==> src/rtl/jk_seq_pkg.sv <==
// Shared opcode and FSM state encodings for the JK bank sequencer.
package jk_seq_pkg;

  typedef enum logic [2:0] {
    OP_HOLD   = 3'd0,
    OP_CLEAR  = 3'd1,
    OP_SET    = 3'd2,
    OP_LOAD   = 3'd3,
    OP_TOGGLE = 3'd4,
    OP_INC    = 3'd5,
    OP_DEC    = 3'd6,
    OP_RSVD   = 3'd7
  } op_e;

  typedef enum logic [1:0] {
    ST_IDLE = 2'd0,
    ST_EXEC = 2'd1,
    ST_DONE = 2'd2
  } state_e;

endpackage

==> src/rtl/jk_cell.sv <==
// Single JK flip-flop with asynchronous active-low reset.
module jk_cell (
  input  logic clk,
  input  logic rst,
  input  logic j,
  input  logic k,
  output logic q
);

  always_ff @(posedge clk or negedge rst) begin
    if (!rst) begin
      q <= 1'b0;
    end else begin
      case ({j, k})
        2'b01:   q <= 1'b0;
        2'b10:   q <= 1'b1;
        2'b11:   q <= ~q;
        default: q <= q;
      endcase
    end
  end

endmodule

==> src/rtl/jk_seq_ctrl.sv <==
// Command sequencer that drives a WIDTH-bit JK flip-flop bank, repeating one
// operation for cmd_rep+1 cycles per accepted command.
module jk_seq_ctrl
  import jk_seq_pkg::*;
#(
  parameter int unsigned WIDTH = 4,
  parameter int unsigned CNT_W = 4
) (
  input  logic             clk,
  input  logic             rst,
  input  logic             cmd_valid,
  output logic             cmd_ready,
  input  logic [2:0]       cmd_op,
  input  logic [WIDTH-1:0] cmd_data,
  input  logic [CNT_W-1:0] cmd_rep,
  output logic [WIDTH-1:0] q,
  output logic [WIDTH-1:0] j_vec,
  output logic [WIDTH-1:0] k_vec,
  output logic             busy,
  output logic             done,
  output logic             wrap
);

  state_e           state, state_nxt;
  op_e              op_q;
  logic [WIDTH-1:0] data_q;
  logic [CNT_W-1:0] cnt;
  logic             wrap_q;
  logic             accept;

  // Bit i toggles when every lower bit is 1 (count up) or 0 (count down).
  function automatic logic [WIDTH-1:0] step_mask(input logic [WIDTH-1:0] v,
                                                 input logic down);
    logic [WIDTH-1:0] t;
    t    = '0;
    t[0] = 1'b1;
    for (int unsigned i = 1; i < WIDTH; i++) begin
      t[i] = t[i-1] & (v[i-1] ^ down);
    end
    return t;
  endfunction

  assign cmd_ready = (state == ST_IDLE);
  assign busy      = (state != ST_IDLE);
  assign done      = (state == ST_DONE);
  assign wrap      = wrap_q;
  assign accept    = cmd_valid && cmd_ready;

  always_ff @(posedge clk or negedge rst) begin
    if (!rst) begin
      state  <= ST_IDLE;
      op_q   <= OP_HOLD;
      data_q <= '0;
      cnt    <= '0;
      wrap_q <= 1'b0;
    end else begin
      state  <= state_nxt;
      wrap_q <= (state == ST_EXEC) &&
                (((op_q == OP_INC) && (&q)) || ((op_q == OP_DEC) && !(|q)));
      if (accept) begin
        op_q   <= op_e'(cmd_op);
        data_q <= cmd_data;
        cnt    <= cmd_rep;
      end else if (state == ST_EXEC) begin
        cnt <= cnt - CNT_W'(1);
      end
    end
  end

  always_comb begin
    state_nxt = state;
    j_vec     = '0;
    k_vec     = '0;
    case (state)
      ST_IDLE: if (cmd_valid) state_nxt = ST_EXEC;
      ST_EXEC: if (cnt == '0) state_nxt = ST_DONE;
      ST_DONE: state_nxt = ST_IDLE;
      default: state_nxt = ST_IDLE;
    endcase
    if (state == ST_EXEC) begin
      case (op_q)
        OP_CLEAR:  k_vec = '1;
        OP_SET:    j_vec = '1;
        OP_LOAD: begin
          j_vec = data_q;
          k_vec = ~data_q;
        end
        OP_TOGGLE: begin
          j_vec = data_q;
          k_vec = data_q;
        end
        OP_INC: begin
          j_vec = step_mask(q, 1'b0);
          k_vec = step_mask(q, 1'b0);
        end
        OP_DEC: begin
          j_vec = step_mask(q, 1'b1);
          k_vec = step_mask(q, 1'b1);
        end
        default: ;
      endcase
    end
  end

  for (genvar g = 0; g < WIDTH; g++) begin : g_bank
    jk_cell u_cell (
      .clk (clk),
      .rst (rst),
      .j   (j_vec[g]),
      .k   (k_vec[g]),
      .q   (q[g])
    );
  end

endmodule

==> config.mk <==
export PLATFORM = sky130hd
export DESIGN_NAME = jk_seq_ctrl
export DESIGN_NICKNAME = d
export VERILOG_FILES = /design/src/rtl/jk_seq_pkg.sv /design/src/rtl/jk_cell.sv /design/src/rtl/jk_seq_ctrl.sv
export SDC_FILE = /design/constraint.sdc
export NUM_CORES = 1
export LEC_CHECK = 0
export ABC_CLOCK_PERIOD_IN_PS = 2000
export CORE_ASPECT_RATIO = 0.8
export CORE_MARGIN = 2
export CORE_UTILIZATION = 45
export CTS_CLUSTER_SIZE = 24
export DETAILED_ROUTE_END_ITERATION = 8
export MAX_ROUTING_LAYER = met4
export PLACE_DENSITY = 0.8
export SYNTH_ARGS = -nofsm -noshare
export SYNTH_HDL_FRONTEND = slang
export SYNTH_HIERARCHICAL = 1
export SYNTH_SLANG_ARGS = --single-unit
==> constraint.sdc <==
create_clock -name clk -period 2 [get_ports clk]
set_input_delay 0.4 -clock clk [delete_from_list [all_inputs] [get_ports clk]]
set_output_delay 0.4 -clock clk [all_outputs]
set_load 0.05 [all_outputs]
Word-level counts from Yosys, hierarchy flattened:

Index checks and enable logic that the tools add are counted.

* output and inout bits: 16
* RAM bits: 0
* bits in read-only memories: 0
* bits in registers: 18
* memories kept: 0
* bits in latches: 0
* word-level logic and storage cells: 72

* shift operators: 0
* magnitude comparators: 0
* $mul: 0
* bitwise gates (word level): 9
* multiplexer cells: 13
* add/sub/neg operators: 1
* reductions and logical operators: 18
* equal/unequal tests: 22
* divide/modulo/power cells: 0

Operator list (count)
* 4-bit one-hot mux with 5 select lines: 1
* 2-bit == test, second input constant: 9
* 4-bit two-way mux: 4
* 4-bit one-hot mux with 4 select lines: 1
* 1-bit one-hot mux with 3 select lines: 4
* 3-bit nonzero test: 4
* 2-bit by 1-bit == test with 1-bit output, second input constant: 5
* 3-bit == test, second input constant: 3
* 3-bit by 2-bit == test with 1-bit output, second input constant: 2
* 1-bit bitwise AND: 4
* 1-bit logical AND: 4
* 4-bit logical NOT: 1
* 2-bit two-way mux: 2
* 1-bit NOT: 4
* 4-bit NOT: 1
* 2-bit one-hot mux with 2 select lines: 1
* 4-bit AND reduction: 1
* 2-bit nonzero test: 2
* 4-bit OR reduction: 1
* 4-bit by 1-bit subtractor with 4-bit output, second input constant: 1
* 3-bit by 1-bit == test with 1-bit output, second input constant: 1
* 2-bit logical NOT: 1
* 2-bit by 1-bit inequality test with 1-bit output, second input constant: 1
* 2-bit inequality test, second input constant: 1
* other kinds (4): 4

Longest topological paths before layout:

* depth after elaboration: 7
* depth in mapped cells: 7

Modules after synthesis:

The synthesis kept the hierarchy.

Modules (own cells, without submodules)
* jk_seq_ctrl: instances 1, area each 964.7 µm², seq. area each 350.3 µm², cells an instance 125
* jk_cell: instances 4, area each 33.8 µm², seq. area each 25.0 µm², cells an instance 3

Worst setup path after synthesis:

Ideal clock, no wire load.

* path kind: register -> output
* start: register g_bank[0].u_cell.q
* end: output j_vec[3]
* buffers on the path: 1
* data required time: 1600 ps
* setup slack: -849 ps
* arrival time: 2449 ps
* stages on the path, launching flop included: 5
* path through: dfrtp_1 -> clkbuf_1 -> and3_1 -> nor3_1 -> a211oi_1

* word-level cells in the longest chain between the ends: 5
* elaborated cells between the ends (all ways): 7
* classes of those cells: 2 x mux; 5 x bitwise

RTL lines
* start: declaration: RTL line jk_cell.sv:7 `output logic q`
* start signal: assignment: RTL line jk_cell.sv:17 `2'b11: q <= ~q;`
* start signal: assignment: RTL line jk_cell.sv:18 `default: q <= q;`
* 1-bit NOT
* 1-bit bitwise AND (2 in series): RTL line jk_seq_ctrl.sv:38 `t[i] = t[i-1] & (v[i-1] ^ down);`
* 4-bit one-hot mux with 4 select lines (*): RTL line jk_seq_ctrl.sv:81 `case (op_q)`
* 4-bit two-way mux (*): RTL line jk_seq_ctrl.sv:80 `if (state == ST_EXEC) begin`
* end: declaration: RTL line jk_seq_ctrl.sv:17 `output logic [WIDTH-1:0] j_vec,`

Every way passes the cells marked *; elsewhere a longest branch is shown, timed or not.

Final worst setup path:

* start: register op_q[2]
* end: output j_vec[3]

* word-level cells in the longest chain between the ends: 4
* elaborated cells between the ends (all ways): 8
* classes of those cells: 5 x eq/ne; 2 x mux; 1 x reduce/logical

RTL lines
* start: declaration: RTL line jk_seq_ctrl.sv:25 `op_e op_q;`
* start signal: assignment: RTL line jk_seq_ctrl.sv:61 `op_q <= op_e'(cmd_op);`
* 3-bit == test / 3-bit by 2-bit == test with 1-bit output (equally long branches): RTL line jk_seq_ctrl.sv:81
* 2-bit OR reduction (no source line)
* 4-bit one-hot mux with 4 select lines (*): RTL line jk_seq_ctrl.sv:81
* 4-bit two-way mux (*): RTL line jk_seq_ctrl.sv:80

Marked as above.

==> metrics.csv <==
stage,metric,value,unit
outcome,outcome,"finished, violations left",
outcome,violated checks,setup timing,
setup_path,slowest CP cell,dfrtp_2,
setup_path,CP Class,reg -> out,
min_path,worst hold path type,in -> async,
clock_network,clock buffer depth,2,
route,routed vias,1292,
route,DRC Markers,0,
clock_network,CTS sink cnt,18,
route,post-route ant nets,0,
final_layout,# diodes,0,
final_layout,most frequent cells in the layout,"buf_4 (22), nand2_1 (19), clkdlybuf4s50_1 (15), dfrtp_1 (12)",
grt,GR Overflow Total,0,
timing,Fmax,470,MHz
clock_network,total CTS buffers,3,
setup_path,crit path capture type,output pin,
yosys,Yosys reg bits,18,
yosys,Synth Area in Adders,1.14,%
route,wire per inst,20.0,microns
place,port bufs,29,
yosys,Synth area leader,dfrtp_1,
final_layout,P&R area growth vs syn,73.6,%
grt,first-pass GRT wire length,5.45,mm
timing,final clock skew,24.3,ps
yosys,number of enable flip-flop cells after synthesis,0,
setup_path,startpoint types,flip-flop,
place,placer's final routability congestion estimate,0.971,
floorplan,die area,2860,sq um
route,vias per inst,6.15,
yosys,Post-synth ARST share,100,%
clock_network,CTS tree,built,
floorplan,Ports,30,
setup_path,R2R cell count,4,
yosys,Synth Flop Type,dfrtp_1,
floorplan,core area,2230,sq um
floorplan,Die H,48.2,microns
clock_network,htree depth,1,
timing,Tmin final,2130,ps
yosys,sequential area share after synthesis,41.0,%
setup_path,worst path required time,1600,ps
clock_network,Clock transition at path regs,120,ps
setup_path,Buf/Inv on CP,2,
floorplan,die width,59.3,microns
run,Max Cap Violations,0,
clock_network,Worst-Skew Late Latency,300,ps
route,highest routed layer,met4,
route,wire length on met2,2.11,mm
setup_path,arrival time at the worst endpoint,1730,ps
grt,Total GRT Usage,27.8,%
yosys,fraction of the mapped netlist area in compound gates,23.7,%
place,pre-CTS setup slack,8.53,ps
timing,"Hold Violations, Final",0,
clock_network,Clock Tree Root,clkbuf_4,
timing,worst slew margin relative to its limit,65.5,%
yosys,Syn. warnings,6,
yosys,Post-Syn Area per Cell,8.03,sq um
floorplan,FP Rows,15,
route,routed wl met3,286,microns
final_layout,Final #Nets,201,
timing,Final Setup Violations,7,
route,Initial DRT Pass Iterations,4,
setup_path,peak fanout along the critical path,6,
yosys,Post-Synth XOR/XNOR Area,0,%
setup_path,worst r2r dst,cnt[3],
final_layout,"commonest non-fill, non-tap cell in the layout",buf_4,
grt,antenna violations before repair,0,
setup_path,"slowest stage delay, CP",470,ps
yosys,"Net Count, Synth",152,
yosys,top-area cell type share of the netlist area,41.0,%
timing,Slew @ Worst Pin,517,ps
yosys,multiplexer share of the synthesized area,0.910,%
setup_path,reg2reg start,state[1],
yosys,Syn Inst Count,137,
route,Met1 Wirelength,1.60,mm
grt,largest net degree at the start of global routing,19,
yosys,largest cells by area after synthesis,"dfrtp_1 (41%), nand2_1 (7.8%), o21ai_0 (6.4%)",
route,1st-iter DRT viols,107,
final_layout,layout cells sized above 1,42.7,%
yosys,largest family of logic cells by synthesized area,simple AND/OR/NAND/NOR gates,
grt,vias in the first global route,1124,
place,DPL Wire Length,2.54,mm
timing,RSZ-0062 raised after global routing,yes,
yosys,Post-Synth Simple-Gate Area,27.5,%
timing,Final period util,106,%
timing,"Slew Viols, Final",0,
yosys,library cells used by synthesis,37,
route,Post-Route WL,4.21,mm
timing,final worst setup slack,-127,ps
setup_path,CP top delay family,compound AO/OA/AOI/OAI gates,
floorplan,initial core utilization,49.2,%
setup_path,critical path cell sequence,buf_6 -> nor2b_2 -> o21ai_1 -> a211oi_4 -> buf_12,
setup_path,"setup slack, reg-to-reg",190,ps
yosys,Syn Std Cell Area,1100,sq um
[layout make-up]
cell class,count,area [sq um]
Multi-Input combinational cell,103,787
Timing Repair Buffer,53,576
Clock buffer,4,26.3
Tap cell,25,31.3
Inverter,7,31.3
Sequential cell,18,458
Fill cell,107,324
[cell families after synthesis]
kind of cell,after synthesis
muxes,1
DFF,18
AOI/OAI and AO/OA,41
adders and majority gates,1
buffers and inverters,16
and+or+nand+nor,60
[how the worst max path moves through the flow]
stage                             from        to  slack [ps]  depth (start not counted)
floorplan           g_bank[0].u_cell/q  j_vec[3]         -80                          4
global placement               op_q[0]  k_vec[2]         110                          4
detailed placement             op_q[2]  k_vec[1]           9                          4
CTS                 g_bank[1].u_cell/q  j_vec[3]         -60                          4
global route                   op_q[2]  j_vec[3]        -140                          5
finish                         op_q[2]  j_vec[3]        -130                          5
[routing by layer]
metal	GRT usage (%)	vias to the layer above
li1	-	589
met1	33.5	611
met2	47.3	70
met3	6.63	22
met4	7.73	0
met5	-	-
[what timing repair did]
action / CTS / global route
gates resized for setup: 25 / 28
setup endpoints to repair: 8 / 8
buffers inserted: 7 / 6
cloned: 0 / 0
hold buffers: 0 / 0
pin swaps: 5 / 6
[registers in the layout (all words and copies together), names as in the netlist]
name	flops
cnt	4
op_q	3
data_q	4
wrap	1
state	2
g_bank.u_cell/q	4
[cell usage after synthesis, drive strengths merged, types with 2 or more instances]
| library cell | n |
|---|---|
| inv | 6 |
| nand4 | 2 |
| o31ai | 2 |
| nand2b | 2 |
| nor3 | 5 |
| a221oi | 3 |
| o21ai | 14 |
| nor4 | 2 |
| or3b | 2 |
| nand3 | 4 |
| dfrtp | 18 |
| a211oi | 2 |
| clkbuf | 6 |
| nor2b | 8 |
| nor2 | 6 |
| nand2 | 23 |
| a21oi | 11 |
| buf | 3 |
[through the flow]
step	utilization [%]	TNS (ps)	instances	hold slack [ps]	cell area, sq um
finish	85.5	-286	210	425	1910
CTS	78.4	-136	204	428	1750
detailed placement	71.5	0	193	500	1600
global placement	71.5	0	193	474	1600
floorplan	-	-84.0	137	104	1170
global route	85.5	-573	210	429	1910
Power is not shown: default switching activity piles up to over one toggle a cycle in this logic, so the estimate is an artifact.
